File: config.mk
export PLATFORM = sky130hd
export DESIGN_NAME = beep_flat
export DESIGN_NICKNAME = d
export VERILOG_FILES = /design/src/rtl/beep_if.sv /design/src/rtl/beep.sv /design/src/flat_wrapper.sv
export SDC_FILE = /design/constraint.sdc
export NUM_CORES = 1
export LEC_CHECK = 0
export ABC_CLOCK_PERIOD_IN_PS = 7100
export BUFFER_PORTS_ARGS = -buffer_cell sky130_fd_sc_hd__buf_2
export CAP_MARGIN = 20
export CELL_PAD_IN_SITES_DETAIL_PLACEMENT = 0
export CELL_PAD_IN_SITES_GLOBAL_PLACEMENT = 2
export CORE_MARGIN = 3
export CORE_UTILIZATION = 33
export CTS_BUF_LIST = sky130_fd_sc_hd__clkbuf_2
export CTS_CLUSTER_SIZE = 20
export DETAILED_ROUTE_END_ITERATION = 10
export GPL_TIMING_DRIVEN = 0
export PLACE_DENSITY = 0.85
export SLEW_MARGIN = 20
export SYNTH_ARGS = -nofsm -noshare
export SYNTH_HDL_FRONTEND = slang
export SYNTH_SLANG_ARGS = --single-unit
File: constraint.sdc
create_clock -name clk -period 7.1 [get_ports clk]
set_input_delay 0.71 -clock clk [delete_from_list [all_inputs] [get_ports clk]]
set_output_delay 0.71 -clock clk [all_outputs]
set_load 0.01 [all_outputs]
File: src/rtl/beep_if.sv
// Control/status bundle between the register block and the beep timer.
// Master drives terminal count and mode/enable; slave returns count and expiry flag.
interface beep_if #(
   parameter int WIDTH = 32
);
   logic [WIDTH-1:0] timetogo;
   logic             countMode;
   logic             countAct;
   logic [WIDTH-1:0] countVal;
   logic             fullflag;

   modport master (
      output timetogo,
      output countMode,
      output countAct,
      input  countVal,
      input  fullflag
   );

   modport slave (
      input  timetogo,
      input  countMode,
      input  countAct,
      output countVal,
      output fullflag
   );
endinterface

File: src/rtl/beep.sv
// Programmable cycle timer: loop or single-shot, one-cycle fullflag per expiry.
// Optional BEEP_OUT_EN adds a beep_out square wave toggled on each expiry.
module beep #(
   parameter int WIDTH = 32
) (
   input  logic clk,
   input  logic rst,
`ifdef BEEP_OUT_EN
   output logic beep_out,
`endif
   beep_if.slave bus
);

   typedef enum logic [1:0] {
      IDLE     = 2'd0,
      RUN_LOOP = 2'd1,
      RUN_ONCE = 2'd2
   } state_e;

   localparam logic [WIDTH-1:0] ONE = {{(WIDTH-1){1'b0}}, 1'b1};

   state_e           state_q;
   logic [WIDTH-1:0] cnt_q;
   logic [WIDTH-1:0] tgt_q;
   logic             flag_q;
   logic             act_q;
`ifdef BEEP_OUT_EN
   logic             beep_q;
`endif

   logic term;
   logic start;

   // target is never 0 while running, so target-1 cannot wrap
   assign term  = (cnt_q == (tgt_q - ONE));
   assign start = (bus.timetogo != '0) && bus.countAct &&
                  (bus.countMode || !act_q);

   always_ff @(posedge clk or negedge rst) begin
      if (!rst) begin
         state_q <= IDLE;
         cnt_q   <= '0;
         tgt_q   <= '0;
         flag_q  <= 1'b0;
         act_q   <= 1'b0;
`ifdef BEEP_OUT_EN
         beep_q  <= 1'b0;
`endif
      end else begin
         act_q <= bus.countAct;
         unique case (state_q)
            IDLE: begin
               cnt_q  <= '0;
               flag_q <= 1'b0;
`ifdef BEEP_OUT_EN
               beep_q <= 1'b0;
`endif
               if (start) begin
                  tgt_q   <= bus.timetogo;
                  state_q <= bus.countMode ? RUN_LOOP : RUN_ONCE;
               end
            end
            RUN_LOOP: begin
               // abort takes priority over a coincident expiry
               if (!bus.countAct) begin
                  state_q <= IDLE;
                  cnt_q   <= '0;
                  flag_q  <= 1'b0;
`ifdef BEEP_OUT_EN
                  beep_q  <= 1'b0;
`endif
               end else if (term) begin
                  cnt_q  <= '0;
                  flag_q <= 1'b1;
`ifdef BEEP_OUT_EN
                  beep_q <= ~beep_q;
`endif
               end else begin
                  cnt_q  <= cnt_q + ONE;
                  flag_q <= 1'b0;
               end
            end
            RUN_ONCE: begin
               if (term) begin
                  state_q <= IDLE;
                  cnt_q   <= '0;
                  flag_q  <= 1'b1;
`ifdef BEEP_OUT_EN
                  beep_q  <= ~beep_q;
`endif
               end else begin
                  cnt_q  <= cnt_q + ONE;
                  flag_q <= 1'b0;
               end
            end
            default: begin
               state_q <= IDLE;
               cnt_q   <= '0;
               flag_q  <= 1'b0;
            end
         endcase
      end
   end

   assign bus.countVal = cnt_q;
   assign bus.fullflag = flag_q;
`ifdef BEEP_OUT_EN
   assign beep_out     = beep_q;
`endif

endmodule

File: src/flat_wrapper.sv
// flat-port wrapper written by rule: the top's interface ports become plain ports
module beep_flat 
#(
   parameter int WIDTH = 32
)
  (clk, rst, bus_timetogo, bus_countMode, bus_countAct, bus_countVal, bus_fullflag);
  beep_if #(.WIDTH(WIDTH)) bus_i ();
  input  logic clk;
  input  logic rst;
  input wire logic [$bits(bus_i.timetogo)-1:0] bus_timetogo;
  input wire logic [$bits(bus_i.countMode)-1:0] bus_countMode;
  input wire logic [$bits(bus_i.countAct)-1:0] bus_countAct;
  output wire logic [$bits(bus_i.countVal)-1:0] bus_countVal;
  output wire logic [$bits(bus_i.fullflag)-1:0] bus_fullflag;
  assign bus_i.timetogo = bus_timetogo;
  assign bus_i.countMode = bus_countMode;
  assign bus_i.countAct = bus_countAct;
  assign bus_countVal = bus_i.countVal;
  assign bus_fullflag = bus_i.fullflag;
  beep #(.WIDTH(WIDTH)) u_core (.clk(clk), .rst(rst), .bus(bus_i));
endmodule
==> results of run 1 <==
-- cell type report --
type,count,share of cell area [%]
multi-input combinational,378,51.0
sequential,68,32.5
timing repair buffer,70,7.26
tap,176,4.20
buffer,18,2.01
clock buffer,12,1.15
clock inverter,4,0.955
inverter,13,0.931
antenna,1,0.0477
-- cells by family after synthesis --
group	after synthesis
flops	68
buf+inv	31
compound gates	53
fa+ha+maj	5
simple gates	221
mux	35
xor+xnor	64
-- critical path: cells and delay by family, from the launching register on --
family                     cells  cell delay, ns
and+or+nand+nor                5            1.69
AOI/OAI and AO/OA              3            0.86
DFF                            1            0.50
buffers and inverters          2            0.29
adders and majority gates      1            0.22
-- power breakdown --
part / switching, uW / internal (uW) / leakage (uW) / total (uW)
registers: 148 / 486 / 0.000874 / 634
logic: 384 / 329 / 0.00118 / 713
clock network: 153 / 85.2 / 0.0000698 / 238
total: 686 / 899 / 0.00212 / 1590
-- timing repair --
action                    CTS  global route
hold endpoints to repair   17             0
hold buffers                1             0
gates resized for setup     0             0
-- sequential cells by signal, indices dropped and copies added, names as in the netlist --
signal	flops
u_core.bus.countVal	32
u_core.tgt_q	32
u_core.state_q	2
u_core.act_q	1
u_core.bus.fullflag	1
-- metrics by stage --
stage / setup WS [ns] / area, um^2 / utilization, % / hold WS [ns]
finish: 3.48 / 5240 / 39.3 / 0.260
global route: 3.20 / 5240 / 39.2 / 0.232
global placement: 3.54 / 5090 / 38.1 / 0.511
CTS: 3.47 / 5240 / 39.2 / 0.230
floorplan: 4.31 / 4530 / - / 0.414
detailed placement: 3.53 / 5120 / 38.3 / 0.521
-- cell usage after synthesis (3+ instances only) --
library cell and instances:
a21oi_1 7, and3_1 5, xnor2_1 30, mux2_2 33
o21ai_0 8, nand4_1 14, nand2b_1 8, a21boi_0 3
xor2_1 34, nor2b_1 3, dfrtp_1 68, nor4_1 12
ha_1 5, or4_1 9, buf_4 5, nor2_1 59
a211oi_1 3, o32ai_1 5, nand2_1 28, nor4b_2 3
or2_2 4, or3_1 5, buf_2 3, nor4_2 3
buf_1 3, nor3_1 18, clkbuf_1 5, and4_1 5
inv_1 13, nand3_1 24
-- routing by layer --
layer,wire (um),share of wire (%),vias to the layer above,global-route usage (%)
met2,6240,48,63,28.6
met3,406,3.1,14,3.06
met1,6020,47,1925,24.8
met4,243,1.9,0,6.02
li1,-,-,1903,-
met5,0,0,-,0
-- worst min path at each step --
stage | startpoint | endpoint | slack, ns
floorplan | rst | u_core.act_q | 0.41
global placement | u_core.tgt_q[31] | u_core.tgt_q[31] | 0.51
detailed placement | u_core.tgt_q[31] | u_core.tgt_q[31] | 0.52
CTS | bus_countAct | u_core.act_q | 0.23
global route | bus_countAct | u_core.act_q | 0.23
finish | bus_countAct | u_core.act_q | 0.26
==> impl_metrics.yaml, run 1 <==
clock_tree:
  clockRootBuffer: "clkbuf_2"
  cts_buffer_depth: 2
  cts_setup_buffers: 0
  h-tree-depth: 3
  clk_pin_slew_ns: 0.19
  cts_tree: "yes"
  cts_num_sinks: 68
  clk_latency_ns: 0.58
  cts_made_buffers: 9
sta:
  fin_tns_setup_ns: 0
  hold_viol_final: 0
  worst_slew_pin_slew_ns: 0.850
  timing.slew.headroom_pct: 43.2
  rsz0062_at_grt: "no"
  slew_violations: 0
  timing.final.crit_share_pct: 51.0
  timing.fmax_ghz: 0.276
  fin_crit_ns: 3.62
  fin_skew_ns: 0.0238
  setup_viol: 0
logic_synthesis:
  syn_avg_cell_area_um2: 9.49
  yosysUniqueCellTypes: 72
  yosysTopAreaCell: "dfrtp_1"
  ys_top_cells_by_area: "dfrtp_1 38%, mux2_2 8.2%, xor2_1 6.6%, xnor2_1 5.8%, nor2_1 4.9%"
  synth_top_family_by_area: "simple AND/OR/NAND/NOR gates"
  synthCells: 477
  yosysSeqAreaShare_pct: 37.6
  synth_edf_count: 0
  synthSimpleGateAreaFrac_pct: 27.7
  synth-seq-cells: 68
  synth_warnings: 0
  synth_compound_area_share_pct: 8.95
  yosys.area_share.adder_pct: 1.38
  synth_area_mm2: 0.00453
  synth_ff_type: "dfrtp_1"
  yosysTopAreaCellShare_pct: 37.6
  synth_xor_area_share_pct: 12.4
  syn_nets: 518
  ys_async_sr_fraction_pct: 100
  synth_mux_area_share_pct: 8.65
power:
  total_power_uw: 1590
  power_density_mw_per_mm2: 302
  irDropWorstVdd_v: 0.0000814
  p_leak_uw: 0.00212
placement:
  gp_congestion: 0.839
  dp.cells: 722
  dpl.hpwl_um: 10200
  port_buffers: 68
layout:
  multi_input_area_mm2: 0.00267
  layout_commonest_cell: "buf_2"
  seq_area_mm2: 0.00170
  final_cells: 740
  final_cell_mix: "70 x buf_2, 68 x dfrtp_1, 59 x nor2_1"
  fillers: 1394
  drive_gt1_share_pct: 27.0
  syn2layout_area_growth_pct: 15.8
  nets: 599
run:
  maxCapViolCount: 0
min_path:
  min_path_type: "in2reg"
  min_path_cells: 1
setup_path:
  r2r_end: "u_core.bus.countVal[30]"
  cp-endpoint: "u_core.bus.countVal[30]"
  worst_setup_path_start_kind: "register"
  worstPathArrival_ns: 4.14
  cpPeakStageDelay_ns: 0.72
  crit_path_end_kind: "register"
  r2r_setup_slack_ns: 3.48
  crit_start: "u_core.tgt_q[0]"
  crit_chain: "inv_1 > ha_1 > nor4b_2 > nand4_1 > or2_0 > a311o_1 > a31oi_2 > nor3_2 > a21o_2 > buf_4 > nor2_1"
  worstRegToRegCells: 11
  crit_required_ns: 7.62
  critical_path_class: "reg2reg"
  critPathMaxFanout: 10
  r2r_start: "u_core.tgt_q[0]"
  crit_slowest_cell: "nor4b_2"
global_routing:
  grt_use_total_pct: 18.0
  grt_pass1_wl_um: 20800
  grt_pass1_vias: 3850
  antenna_found_initial: 0
  grt_max_degree: 52
  overflow: 0
route:
  wl_um: 12900
  first_iter_violations: 212
  vias: 3905
  ant_nets: 0
  vias_per_cell: 5.28
  first_pass_iters: 4
  wl_per_cell_um: 17.4
  drc: 0
status:
  status: "completed"
die:
  die_y_um: 123
  initial_core_util_pct: 33.9
  dieArea_mm2: 0.0152
  pin_count: 69
  rows: 42
  die_x_um: 123
  core_area_mm2: 0.0133
Note: power is estimated with default switching activity, not from simulation.
==> inputs of run 2 (changes only) <==
Settings changed: ABC_CLOCK_PERIOD_IN_PS 7100 to 3700.
Clock period 7.1 ns to 3.7 ns, I/O delays scaled along.
==> run 2 against run 1 <==
Maximum frequency up 6.7%; worst setup slack got worse by 3.2 ns; highest routed layer unchanged; clock-buffer cell count is the same; total power is 93% higher; via count up 0.85%; global-route usage grew 0.13 points; largest cell class unchanged.
==> impl_metrics.yaml, run 2 (synthesized netlist as in run 1, its figures left out) <==
setup_path:
  critical_path_class: "reg2reg"
  worst_setup_path_start_kind: "register"
  crit_path_end_kind: "register"
  r2r_start: "u_core.tgt_q[0]"
  crit_start: "u_core.tgt_q[0]"
  critPathMaxFanout: 10
  worstPathArrival_ns: 3.87
  crit_required_ns: 4.18
clock_tree:
  clk_pin_slew_ns: 0.19
  cts_made_buffers: 9
  cts_tree: "yes"
  cts_buffer_depth: 2
  cts_num_sinks: 68
  clockRootBuffer: "clkbuf_2"
  h-tree-depth: 3
  clk_latency_ns: 0.58
  cts_setup_buffers: 0
route:
  wl_per_cell_um: 17.3
  drc: 0
  wl_um: 13000
  first_iter_violations: 174
  ant_nets: 0
  first_pass_iters: 4
  vias: 3938
  vias_per_cell: 5.22
global_routing:
  grt_pass1_wl_um: 21000
  grt_max_degree: 52
  antenna_found_initial: 0
  grt_pass1_vias: 3886
  grt_use_total_pct: 18.1
  overflow: 0
layout:
  drive_gt1_share_pct: 26.3
  syn2layout_area_growth_pct: 19.0
  layout_commonest_cell: "buf_2"
  nets: 613
  fillers: 1381
  final_util_pct: 40.4
  final_cell_mix: "70 x buf_2, 68 x dfrtp_1, 59 x nor2_1"
power:
  p_leak_uw: 0.00218
  irDropWorstVdd_v: 0.000153
  power_density_mw_per_mm2: 568
  total_power_uw: 3060
min_path:
  hp-start: "bus_timetogo[3]"
  min_path_type: "in2reg"
sta:
  fin_crit_ns: 3.39
  rsz0062_at_grt: "no"
  timing.final.crit_share_pct: 91.7
  setup_viol: 0
  timing.slew.headroom_pct: 47.3
  fin_tns_setup_ns: 0
  timing.fmax_ghz: 0.295
  hold_viol_final: 0
  slew_violations: 0
  fin_skew_ns: 0.0246
  worst_slew_pin_slew_ns: 0.785
die:
  initial_core_util_pct: 33.9
  die_x_um: 123
  die_y_um: 123
  pin_count: 69
  rows: 42
  dieArea_mm2: 0.0152
  core_area_mm2: 0.0133
placement:
  port_buffers: 68
  gp_congestion: 0.839
  dpl.hpwl_um: 10200
status:
  status: "completed"
run:
  maxCapViolCount: 0
==> run 2: changes by cell type in the layout (fill, tap and decap cells not counted) <==
| cell | change |
|---|---|
| dlygate4sd3_1 | +14 |
| nor4b_2 | -1 |
| nor4b_4 | +1 |
==> run 2: through the flow <==
| step | instances | hold WS (ns) | setup WS, ns | instance area, um^2 |
|---|---|---|---|---|
| floorplan | 477 | 0.0744 | 0.915 | 4530 |
| global placement | 721 | 0.511 | 0.138 | 5090 |
| detailed placement | 722 | 0.276 | 0.125 | 5120 |
| CTS | 749 | 0.000923 | 0.0748 | 5340 |
| global route | 753 | 0.00648 | 0.0645 | 5390 |
| finish | 754 | 0.0424 | 0.306 | 5390 |
==> run 2: worst max-delay path: stages, from the launching register on <==
cell	delay [ns]
dfrtp_1	0.50
inv_1	0.09
ha_1	0.22
nor4b_4	0.51
nand4b_1	0.21
or2_2	0.35
nor4b_1	0.50
o32ai_1	0.19
nor3_2	0.22
a21o_2	0.24
buf_4	0.21
nor2_1	0.06
==> run 2: layout make-up <==
type | instances | area, um^2 | area share, %
Multi-Input combinational cell | 378 | 2680 | 49.7
Sequential cell | 68 | 1700 | 31.6
Timing Repair Buffer | 84 | 520 | 9.66
Tap cell | 176 | 220 | 4.09
Buffer | 18 | 105 | 1.95
Clock buffer | 12 | 60.1 | 1.11
Clock inverter | 4 | 50.0 | 0.929
Inverter | 13 | 48.8 | 0.905
Antenna cell | 1 | 2.50 | 0.0464
==> run 2: what timing repair did <==
action / in CTS / in global routing
setup endpoints to repair: 0 / 32
hold endpoints to repair: 78 / 4
gates resized for setup: 0 / 1
hold buffers: 11 / 4
==> run 2: routing by layer <==
metal,track usage [%],routed length (um)
met4,6.02,240
met5,0,0
met3,3.02,486
met1,25.0,5970
met2,28.8,6340
==> run 2: path summary, 6_finish.rpt <==
| check | endpoint | slack (ns) | cells after the start |
|---|---|---|---|
| setup / recovery | u_core.bus.countVal[30] | 0.31 | 11 |
| hold / removal | u_core.tgt_q[3] | 0.04 | 2 |
| max in group asynchronous | u_core.tgt_q[12] | 2.97 | 3 |
| hold reg to reg | u_core.tgt_q[31] | 0.56 | 1 |
| setup reg to reg | u_core.bus.countVal[30] | 0.31 | 11 |
| min in group asynchronous | u_core.state_q[0] | 0.19 | 2 |
==> run 2: report_power, final <==
group	internal, uW	switching (uW)	total [uW]
registers	932	289	1220
logic	644	742	1390
clock network	163	292	455
==> inputs of run 3 (changes only) <==
Settings changed: CORE_ASPECT_RATIO set to 0.9.
==> run 3 against run 2 <==
Routed wire length decreased by 1.9%; sequential share of layout area increased by 0.73 points; utilization is 0.057 points higher; register-to-register slack got worse by 0.03 ns; cell area fell by 2.3%; via count fell by 0.74%; final cell count down 3.2%; global-route usage decreased by 0.60 points; sequential cell count stayed put; hold slack improved by 0.014 ns.
==> impl_metrics.yaml, run 3 (synthesized netlist as in run 1, its figures left out) <==
setup_path:
  critPathMaxFanout: 10
  worst_setup_path_start_kind: "register"
  worstPathArrival_ns: 3.92
  crit_required_ns: 4.20
  crit_path_end_kind: "register"
  worstRegToRegCells: 11
  critical_path_class: "reg2reg"
sta:
  rsz0062_at_grt: "no"
  timing.final.crit_share_pct: 92.5
  worst_slew_pin_slew_ns: 0.759
  fin_skew_ns: 0.0343
  hold_viol_final: 0
  fin_tns_setup_ns: 0
  fin_crit_ns: 3.42
  timing.fmax_ghz: 0.292
  slew_violations: 0
  setup_viol: 0
  fin_ws_ns: 0.277
  timing.slew.headroom_pct: 49.0
clock_tree:
  cts_setup_buffers: 0
  cts_made_buffers: 9
  clockRootBuffer: "clkbuf_2"
  cts_tree: "yes"
  h-tree-depth: 3
  clk_latency_ns: 0.57
  cts_buffer_depth: 2
  clk_pin_slew_ns: 0.18
  cts_num_sinks: 68
global_routing:
  grt_pass1_wl_um: 20200
  grt_pass1_vias: 3813
  grt_use_total_pct: 17.5
  overflow: 0
  antenna_found_initial: 0
  grt_max_degree: 49
route:
  ant_nets: 0
  vias_per_cell: 5.35
  drc: 0
  wl_per_cell_um: 17.5
  first_pass_iters: 4
  vias: 3909
  first_iter_violations: 110
  wl_um: 12800
power:
  p_leak_uw: 0.00214
  irDropWorstVdd_v: 0.000150
  power_density_mw_per_mm2: 575
  total_power_uw: 3030
layout:
  fillers: 1302
  syn2layout_area_growth_pct: 16.4
  nets: 603
  final_cell_mix: "70 x buf_2, 68 x dfrtp_1, 59 x nor2_1"
  final_cells: 730
  final_util_pct: 40.4
  drive_gt1_share_pct: 26.9
  layout_commonest_cell: "buf_2"
  num_antenna_cells: 0
status:
  status: "completed"
die:
  die_x_um: 129
  die_y_um: 117
  pin_count: 69
  initial_core_util_pct: 34.8
  rows: 39
  core_area_mm2: 0.0130
  dieArea_mm2: 0.0152
min_path:
  min_path_type: "in2reg"
  min_path_cells: 2
placement:
  port_buffers: 68
  gp_congestion: 0.834
  pre_cts_ws_ns: 0.0290
  dpl.hpwl_um: 10100
  dp.cells: 710
run:
  maxCapViolCount: 0
run 3: where the power goes:
part           switching, uW  internal, uW
clock                    279           158
sequential               288           932
combinational            738           638
total                   1300          1730
run 3: final timing paths:
path	start	end	slack, ns
worst min-delay path	bus_timetogo[0]	u_core.tgt_q[0]	0.06
min in group asynchronous	rst	u_core.act_q	0.22
worst min register to register	u_core.tgt_q[28]	u_core.tgt_q[28]	0.57
worst max register to register	u_core.tgt_q[0]	u_core.bus.countVal[29]	0.28
max in group asynchronous	rst	u_core.tgt_q[29]	2.96
worst max-delay path	u_core.tgt_q[0]	u_core.bus.countVal[29]	0.28
run 3: what timing repair did:
item                                    CTS  global route
hold endpoints to repair                 67             2
gates resized for setup                   1             0
hold buffers                              3             2
endpoints found under the setup margin    2             0
run 3: worst max-delay path, cell delays in order (launching register included):
cell	delay [ns]
dfrtp_1	0.50
inv_1	0.09
ha_1	0.22
nor4b_4	0.51
nand4_1	0.41
or2_0	0.38
a311o_1	0.29
a31oi_2	0.29
nor3_2	0.08
a21o_2	0.29
buf_4	0.20
nor2_1	0.11
run 3: area by class of cell:
type / count / area [um^2] / area share [%]
multi-input cells: 378 / 2680 / 50.9
plain buffers: 18 / 105 / 1.99
clock buffers: 11 / 55.1 / 1.04
clock inverters: 4 / 51.3 / 0.974
inverters: 13 / 48.8 / 0.926
repair buffers: 74 / 420 / 7.98
well taps: 164 / 205 / 3.89
flip-flops and latches: 68 / 1700 / 32.3
run 3: layer usage:
layer,vias up,share of wire (%),track usage (%)
li1,1909,-,-
met1,1919,49,24.6
met3,21,3.3,3.09
met5,-,0,0
met2,60,45,26.6
met4,0,2.5,7.48
run 3: metrics by stage:
| step | cell area [um^2] | hold WS (ns) |
|---|---|---|
| 6_report | 5270 | 0.0564 |
| 3_5_place_dp | 5100 | 0.290 |
| 5_1_grt | 5270 | 0.00138 |
| 2_1_floorplan | 4530 | 0.0744 |
| 3_3_place_gp | 5070 | 0.513 |
| 4_1_cts | 5250 | 0.00959 |
